### src/rtl/crc_engine_if.sv
// Byte/bit handshake bundle between a CRC data source and crc_engine.
// WIDTH must match the engine instance it is bound to.
interface crc_engine_if #(
    parameter int WIDTH = 16
);
    logic             clear;
    logic [7:0]       din;
    logic             din_valid;
    logic             ready;
    logic             bit_in;
    logic             bit_valid;
    logic             byte_done;
    logic [WIDTH-1:0] crc_out;
    logic             residue_ok;

    modport master (
        output clear, din, din_valid, bit_in, bit_valid,
        input  ready, byte_done, crc_out, residue_ok
    );

    modport slave (
        input  clear, din, din_valid, bit_in, bit_valid,
        output ready, byte_done, crc_out, residue_ok
    );
endinterface

### src/rtl/crc_engine.sv
// Parametrised bit-serial CRC generator/checker. Bytes are serialised MSB
// first over 8 falling edges; single bits fold in on the accepting edge.
module crc_engine #(
    parameter int               WIDTH   = 16,
    parameter logic [WIDTH-1:0] POLY    = WIDTH'(16'h1021),
    parameter logic [WIDTH-1:0] INIT    = '0,
    parameter logic [WIDTH-1:0] XOR_OUT = '0,
    parameter logic [WIDTH-1:0] RESIDUE = '0
) (
    input  logic       spi_clk_i,
    input  logic       reset_i,
    crc_engine_if.slave bus
);

    typedef enum logic {IDLE = 1'b0, SHIFT = 1'b1} state_e;

    state_e           state_q, state_d;
    logic [WIDTH-1:0] crc_q, crc_d;
    logic [7:0]       shreg_q, shreg_d;
    logic [2:0]       bit_cnt_q, bit_cnt_d;
    logic             byte_done_q, byte_done_d;

    // One division step; the implicit x^WIDTH term is the feedback bit.
    function automatic logic [WIDTH-1:0] crc_step(input logic [WIDTH-1:0] c,
                                                  input logic b);
        logic fb;
        fb = b ^ c[WIDTH-1];
        return (c << 1) ^ (fb ? POLY : '0);
    endfunction

    always_ff @(negedge spi_clk_i) begin
        if (reset_i) begin
            state_q     <= IDLE;
            crc_q       <= INIT;
            shreg_q     <= '0;
            bit_cnt_q   <= '0;
            byte_done_q <= 1'b0;
        end else begin
            state_q     <= state_d;
            crc_q       <= crc_d;
            shreg_q     <= shreg_d;
            bit_cnt_q   <= bit_cnt_d;
            byte_done_q <= byte_done_d;
        end
    end

    always_comb begin
        state_d     = state_q;
        crc_d       = crc_q;
        shreg_d     = shreg_q;
        bit_cnt_d   = bit_cnt_q;
        byte_done_d = 1'b0;
        if (bus.clear) begin
            // Abort: any byte in flight is dropped without a byte_done.
            state_d = IDLE;
            crc_d   = INIT;
        end else begin
            unique case (state_q)
                IDLE: begin
                    if (bus.din_valid) begin
                        shreg_d   = bus.din;
                        bit_cnt_d = 3'd7;
                        state_d   = SHIFT;
                    end else if (bus.bit_valid) begin
                        crc_d = crc_step(crc_q, bus.bit_in);
                    end
                end
                SHIFT: begin
                    crc_d     = crc_step(crc_q, shreg_q[7]);
                    shreg_d   = {shreg_q[6:0], 1'b0};
                    bit_cnt_d = bit_cnt_q - 3'd1;
                    if (bit_cnt_q == 3'd0) begin
                        byte_done_d = 1'b1;
                        state_d     = IDLE;
                    end
                end
                default: state_d = IDLE;
            endcase
        end
    end

    always_comb begin
        bus.ready      = (state_q == IDLE);
        bus.byte_done  = byte_done_q;
        bus.crc_out    = crc_q ^ XOR_OUT;
        bus.residue_ok = (crc_q == RESIDUE);
    end

endmodule

### src/flat_wrapper.sv
// flat-port wrapper written by rule: the top's interface ports become plain ports
module crc_engine_flat 
#(
    parameter int               WIDTH   = 16,
    parameter logic [WIDTH-1:0] POLY    = WIDTH'(16'h1021),
    parameter logic [WIDTH-1:0] INIT    = '0,
    parameter logic [WIDTH-1:0] XOR_OUT = '0,
    parameter logic [WIDTH-1:0] RESIDUE = '0
)
  (spi_clk_i, reset_i, bus_clear, bus_din, bus_din_valid, bus_bit_in, bus_bit_valid, bus_ready, bus_byte_done, bus_crc_out, bus_residue_ok);
  crc_engine_if #(.WIDTH(WIDTH)) bus_i ();
  input  logic spi_clk_i;
  input  logic reset_i;
  input wire logic [$bits(bus_i.clear)-1:0] bus_clear;
  input wire logic [$bits(bus_i.din)-1:0] bus_din;
  input wire logic [$bits(bus_i.din_valid)-1:0] bus_din_valid;
  input wire logic [$bits(bus_i.bit_in)-1:0] bus_bit_in;
  input wire logic [$bits(bus_i.bit_valid)-1:0] bus_bit_valid;
  output wire logic [$bits(bus_i.ready)-1:0] bus_ready;
  output wire logic [$bits(bus_i.byte_done)-1:0] bus_byte_done;
  output wire logic [$bits(bus_i.crc_out)-1:0] bus_crc_out;
  output wire logic [$bits(bus_i.residue_ok)-1:0] bus_residue_ok;
  assign bus_i.clear = bus_clear;
  assign bus_i.din = bus_din;
  assign bus_i.din_valid = bus_din_valid;
  assign bus_i.bit_in = bus_bit_in;
  assign bus_i.bit_valid = bus_bit_valid;
  assign bus_ready = bus_i.ready;
  assign bus_byte_done = bus_i.byte_done;
  assign bus_crc_out = bus_i.crc_out;
  assign bus_residue_ok = bus_i.residue_ok;
  crc_engine #(.WIDTH(WIDTH), .POLY(POLY), .INIT(INIT), .XOR_OUT(XOR_OUT), .RESIDUE(RESIDUE)) u_core (.spi_clk_i(spi_clk_i), .reset_i(reset_i), .bus(bus_i));
endmodule
### config.mk
export PLATFORM = sky130hd
export DESIGN_NAME = crc_engine_flat
export DESIGN_NICKNAME = d
export VERILOG_FILES = /design/src/rtl/crc_engine_if.sv /design/src/rtl/crc_engine.sv /design/src/flat_wrapper.sv
export SDC_FILE = /design/constraint.sdc
export NUM_CORES = 1
export LEC_CHECK = 0
export CORE_MARGIN = 1
export CORE_UTILIZATION = 60
export CTS_CLUSTER_SIZE = 24
export DETAILED_ROUTE_END_ITERATION = 10
export DONT_BUFFER_PORTS = 1
export PLACE_DENSITY = 0.75
export SYNTH_ARGS = -nofsm -noshare
export SYNTH_HDL_FRONTEND = slang
export SYNTH_SLANG_ARGS = --single-unit
### constraint.sdc
create_clock -name spi_clk_i -period 1.92 [get_ports spi_clk_i]
set_clock_uncertainty 0.15 [all_clocks]
set_input_delay 0.288 -clock spi_clk_i [delete_from_list [all_inputs] [get_ports spi_clk_i]]
set_output_delay 0.288 -clock spi_clk_i [all_outputs]
set_load 0.02 [all_outputs]
==> results by group, run 1 <==
Synthesis
  • Number of synthesized register bits: 29
  • Synth cell types: 22
  • Post-Syn Area per Cell: 8.48 µm²
  • Synth Flop Type: dfxtp_1
  • Yosys Warn Count: 0
  • Async S/R FF share, synth: 0%
  • Post-Syn Nets: between 150 and 200
  • Mapped Area: 1200 µm²
  • Number of flops mapped to enable cells by yosys: 0
  • Sequential share of the synthesized area: 48.2%
  • Post-synthesis instance total: 142

CTS
  • CTS resizes: 36
  • Clock Root Buffer: clkbuf_4
  • CTS H-Tree Depth: 2
  • Setup bufs post-CTS: 5
  • Num CTS Buffers: 5
  • CTS Hold Bufs: 0
  • Clk buf depth: 2
  • Clk sinks: 29

Floorplan
  • Die W: 46.8 µm
  • Initial Util: around 67%
  • Row count: 15
  • I/O Pins: 33
  • Die H: around 47 µm

Place
  • Placed wire-length estimate: 1980 µm
  • Routability cong.: 0.764
  • Setup WS pre-CTS: -0.379 ns
  • Number of port buffers: 0

Outcome
  • Stopping stage: 4_1_cts
  • First error: [ERROR DPL-0038] Utilization greater than 100%, impossible to legalize
  • Status: stopped before the end
-- Yosys cell counts (2+ instances only) --
library cell | number | share of area, %
dfxtp_1 | 29 | 48
nand2_1 | 28 | 8.7
a21oi_1 | 16 | 6.7
nor2_1 | 15 | 4.7
a211oi_1 | 12 | 7.5
mux2i_1 | 8 | 6.7
buf_2 | 6 | 2.5
inv_1 | 6 | 1.9
nor4_1 | 4 | 2.1
xor2_1 | 3 | 2.2
ha_1 | 2 | 2.1
nor3_1 | 2 | 0.83
o21ai_0 | 2 | 0.83
-- kinds of logic after synthesis --
group,Yosys count,share of synthesized area [%]
AO/OA/AOI/OAI,31,15.6
XOR/XNOR,3,2.18
adder cells (fa/ha/maj),2,2.08
buffers and inverters,14,5.30
flip-flops,29,48.2
multiplexers,8,6.65
AND/OR/NAND/NOR,55,20.0
-- stage by stage --
step,cells,hold WS [ns],instance area (µm²)
3_3_place_gp,182,0.301,1530
2_1_floorplan,142,0.287,1370
3_5_place_dp,182,0.320,1530
==> run 2, diff against run 1 <==
--- a/config.mk
+++ b/config.mk
@@ -5,12 +5,11 @@
 export SDC_FILE = /design/constraint.sdc
 export NUM_CORES = 1
 export LEC_CHECK = 0
-export CORE_MARGIN = 1
-export CORE_UTILIZATION = 60
-export CTS_CLUSTER_SIZE = 24
+export CORE_AREA = 2 2 63 65
 export DETAILED_ROUTE_END_ITERATION = 10
+export DIE_AREA = 0 0 65 67
 export DONT_BUFFER_PORTS = 1
-export PLACE_DENSITY = 0.75
+export PLACE_DENSITY_LB_ADDON = 0.15
 export SYNTH_ARGS = -nofsm -noshare
 export SYNTH_HDL_FRONTEND = slang
 export SYNTH_SLANG_ARGS = --single-unit
==> run 2 against run 1 <==
Effect of this change: synthesized cell count unchanged; the flow now finishes, with violations (setup timing); synthesized area unchanged.
==> results by group, run 2 <==
Outcome
  • Status: finished, violations left
  • Violations in the final reports: setup timing

Place
  • Setup WS pre-CTS: -0.445 ns
  • Cell Area, Placed: about 1600 µm²
  • Number of port buffers: 0
  • # placed instances: 206
  • Placed wire-length estimate: 2120 µm
  • Routability cong.: 0.766

Synthesis
  • Synth area leaders: dfxtp_1, nand2_1, a211oi_1, a21oi_1, mux2i_1
  • Post-synthesis adder-cell area fraction: under 10%
  • Synth Flop Type: dfxtp_1
  • Post-synthesis compound-gate area fraction: 15.6%
  • Synth cell types: 22
  • Synth top area share: 48.2%
  • Post-Syn Nets: 158
  • Number of flops mapped to enable cells by yosys: 0
  • Largest family of logic cells by synthesized area: simple AND/OR/NAND/NOR gates
  • Mapped Area: 1200 µm²
  • Leading area contributor after synthesis: dfxtp_1
  • Cell with the most instances after synthesis: dfxtp_1
  • Post-synthesis mux area share: 6.65%
  • Post-Syn Area per Cell: 8.48 µm²
  • Synth cell count leaders: dfxtp_1, nand2_1, a21oi_1
  • Async S/R FF share, synth: 0%
  • Post-synthesis instance total: about 140
  • Number of synthesized register bits: 29
  • Simple-Gate Fraction of Synth Area: 20.0%
  • Sequential share of the synthesized area: 48.2%
  • Yosys Warn Count: 0
  • Post-synthesis xor/xnor area fraction: approximately 2.2%

Cells and area
  • Fillcell total: 334
  • Antenna Cells: 0
  • Max FFs per register: 16
  • Commonest non-fill, non-tap cell in the layout: inv_1
  • Synth-to-layout area growth: 61.3%
  • Storage element area: 613 µm²
  • Final Cell Area: between 1500 and 2000 µm²
  • # nets final: 210
  • Commonest non-fill, non-tap cells in the layout: inv_1, nand2_1, nor2_1, buf_6, dfxtp_2
  • Layout cells sized above 1: approximately 43%
  • Non-Filler Instances: between 200 and 250
  • Footprint of the multi-input gates: 722 µm²

CTS
  • CTS clock-pin slew for the worst setup and hold paths: 0.03 ns
  • Worst-skew pair later-pin latency: roughly 0.34 ns
  • CTS tree: yes
  • Clk buf depth: 2
  • Clk sinks: 29
  • Num CTS Buffers: 5
  • Clock Root Buffer: clkbuf_8
  • CTS H-Tree Depth: 2

Floorplan
  • Initial Util: 33.4%
  • Die H: 67 µm
  • Die W: 65 µm
  • Row count: 22
  • Total die area: 4360 µm²
  • I/O Pins: 33
  • Core area: 3610 µm²

Worst setup path
  • Data required, critical path: 1.48 ns
  • Crit path DAT: roughly 2.2 ns
  • Worst setup EP type: primary output
  • Worst-path fanout max: 2
  • CP Class: reg2out
  • Dominant delay contributor by cell family on the critical path: simple AND/OR/NAND/NOR gates
  • Largest stage delay, worst path: between 0.3 and 0.4 ns
  • Bufs and invs on worst path: 0
  • CP max-delay cell: dfxtp_2
  • Critical Path Start Type: flop
  • Critical-path cell list: nor4_4 -> and4_4

Global route
  • Global-route wire length before repair: between 5000 and 6000 µm
  • Initial antenna violation count: 0
  • Number of global-route vias before repair: 1239
  • GRT Residual Overflow: 0
  • All-Layer GR Usage: 16.0%
  • Largest net degree at the start of global routing: 19

STA
  • RSZ-0062 raised after global routing: true
  • Final setup TNS: -6.22 ns
  • Setup WS post-layout: -0.738 ns
  • Worst Tran Pin Value: approximately 0.29 ns
  • Rel. slew slack: a little over 80%
  • Final setup violation count: 19
  • Endpoints failing hold: 0
  • Pins Over Slew Limit: 0

Detailed routing
  • Pre-Repair DR Iteration Count: 4
  • Total routed wirelength: roughly 3200 µm
  • 1st-iter DRT viols: 45
  • Via density: 4.80
  • Via count: between 1k and 1.5k
  • WL per Instance: about 13 µm
  • Post-route ant nets: 0
  • # DRC: 0

Pwr
  • Worst IR Drop VDD: ~0.42 mV
  • Leakage: 0.818 nW
  • Pwr per Cell Area: 932 nW/µm²

Flow run
  • Max_cap viols: 0

Worst hold path
  • HP Class: reg2reg
run 2: worst paths after layout:
path         depth (start not counted)                               start                                   to  slack [ns]
min                                  1    u_core.bit_cnt_q[0]$_SDFFE_NP0P_     u_core.bit_cnt_q[0]$_SDFFE_NP0P_        0.31
min reg2reg                          1    u_core.bit_cnt_q[0]$_SDFFE_NP0P_     u_core.bit_cnt_q[0]$_SDFFE_NP0P_        0.31
max reg2reg                          6           u_core.state_q$_SDFF_NP0_  u_core.bus.crc_out[12]$_SDFFE_NP0P_        0.24
max                                  2  u_core.bus.crc_out[1]$_SDFFE_NP0P_                       bus_residue_ok       -0.74
run 2: report_power, final:
part           internal (mW)  switching [mW]  total (mW)
Clock                  0.599           0.403        1.00
Combinational         0.0770          0.0914       0.168
Sequential             0.625          0.0150       0.640
Total                   1.30           0.509        1.81
run 2: metrics by stage:
stage	total power, mW	util [%]	hold slack [ns]
after global placement	0.903	43.0	0.304
after global routing	1.92	53.9	0.347
after CTS	1.84	52.4	0.309
after floorplan	0.876	-	0.287
after detailed placement	0.906	43.0	0.301
final	1.81	53.9	0.305
run 2: logic make-up (layout without fill, tap and decap cells):
kind of cell | after synthesis | count (layout)
AOI/OAI and AO/OA | 31 | 31
buffers and inverters | 14 | 67
xor gates and xnor gates | 3 | 3
and+or+nand+nor | 55 | 55
DFF | 29 | 29
muxes | 8 | 8
adders and majority gates | 2 | 2
run 2: layer usage:
metal | global-route usage (%) | up-vias | wire (µm)
met2 | 25.0 | 30 | 1600
met4 | 9.31 | 0 | 19
met5 | 0 | - | 0
li1 | - | 590 | -
met3 | 8.61 | 2 | 254
met1 | 17.0 | 544 | 1300
run 2: layout make-up:
type                            instances  share of cell area (%)
Multi-Input combinational cell         99                    37.2
Sequential cell                        29                    31.6
Timing Repair Buffer                   25                    14.0
Clock inverter                         32                    9.15
Clock buffer                            5                    3.54
Tap cell                               48                    3.09
Inverter                                5                    1.42
run 2: timing repair:
item,4_1_cts,5_1_grt
resized for setup,28,9
hold buffers,0,0
setup endpoints to repair,19,21
setup buffers,0,1
pin swaps,2,3
No activity file was read; power rests on OpenSTA's default activity.
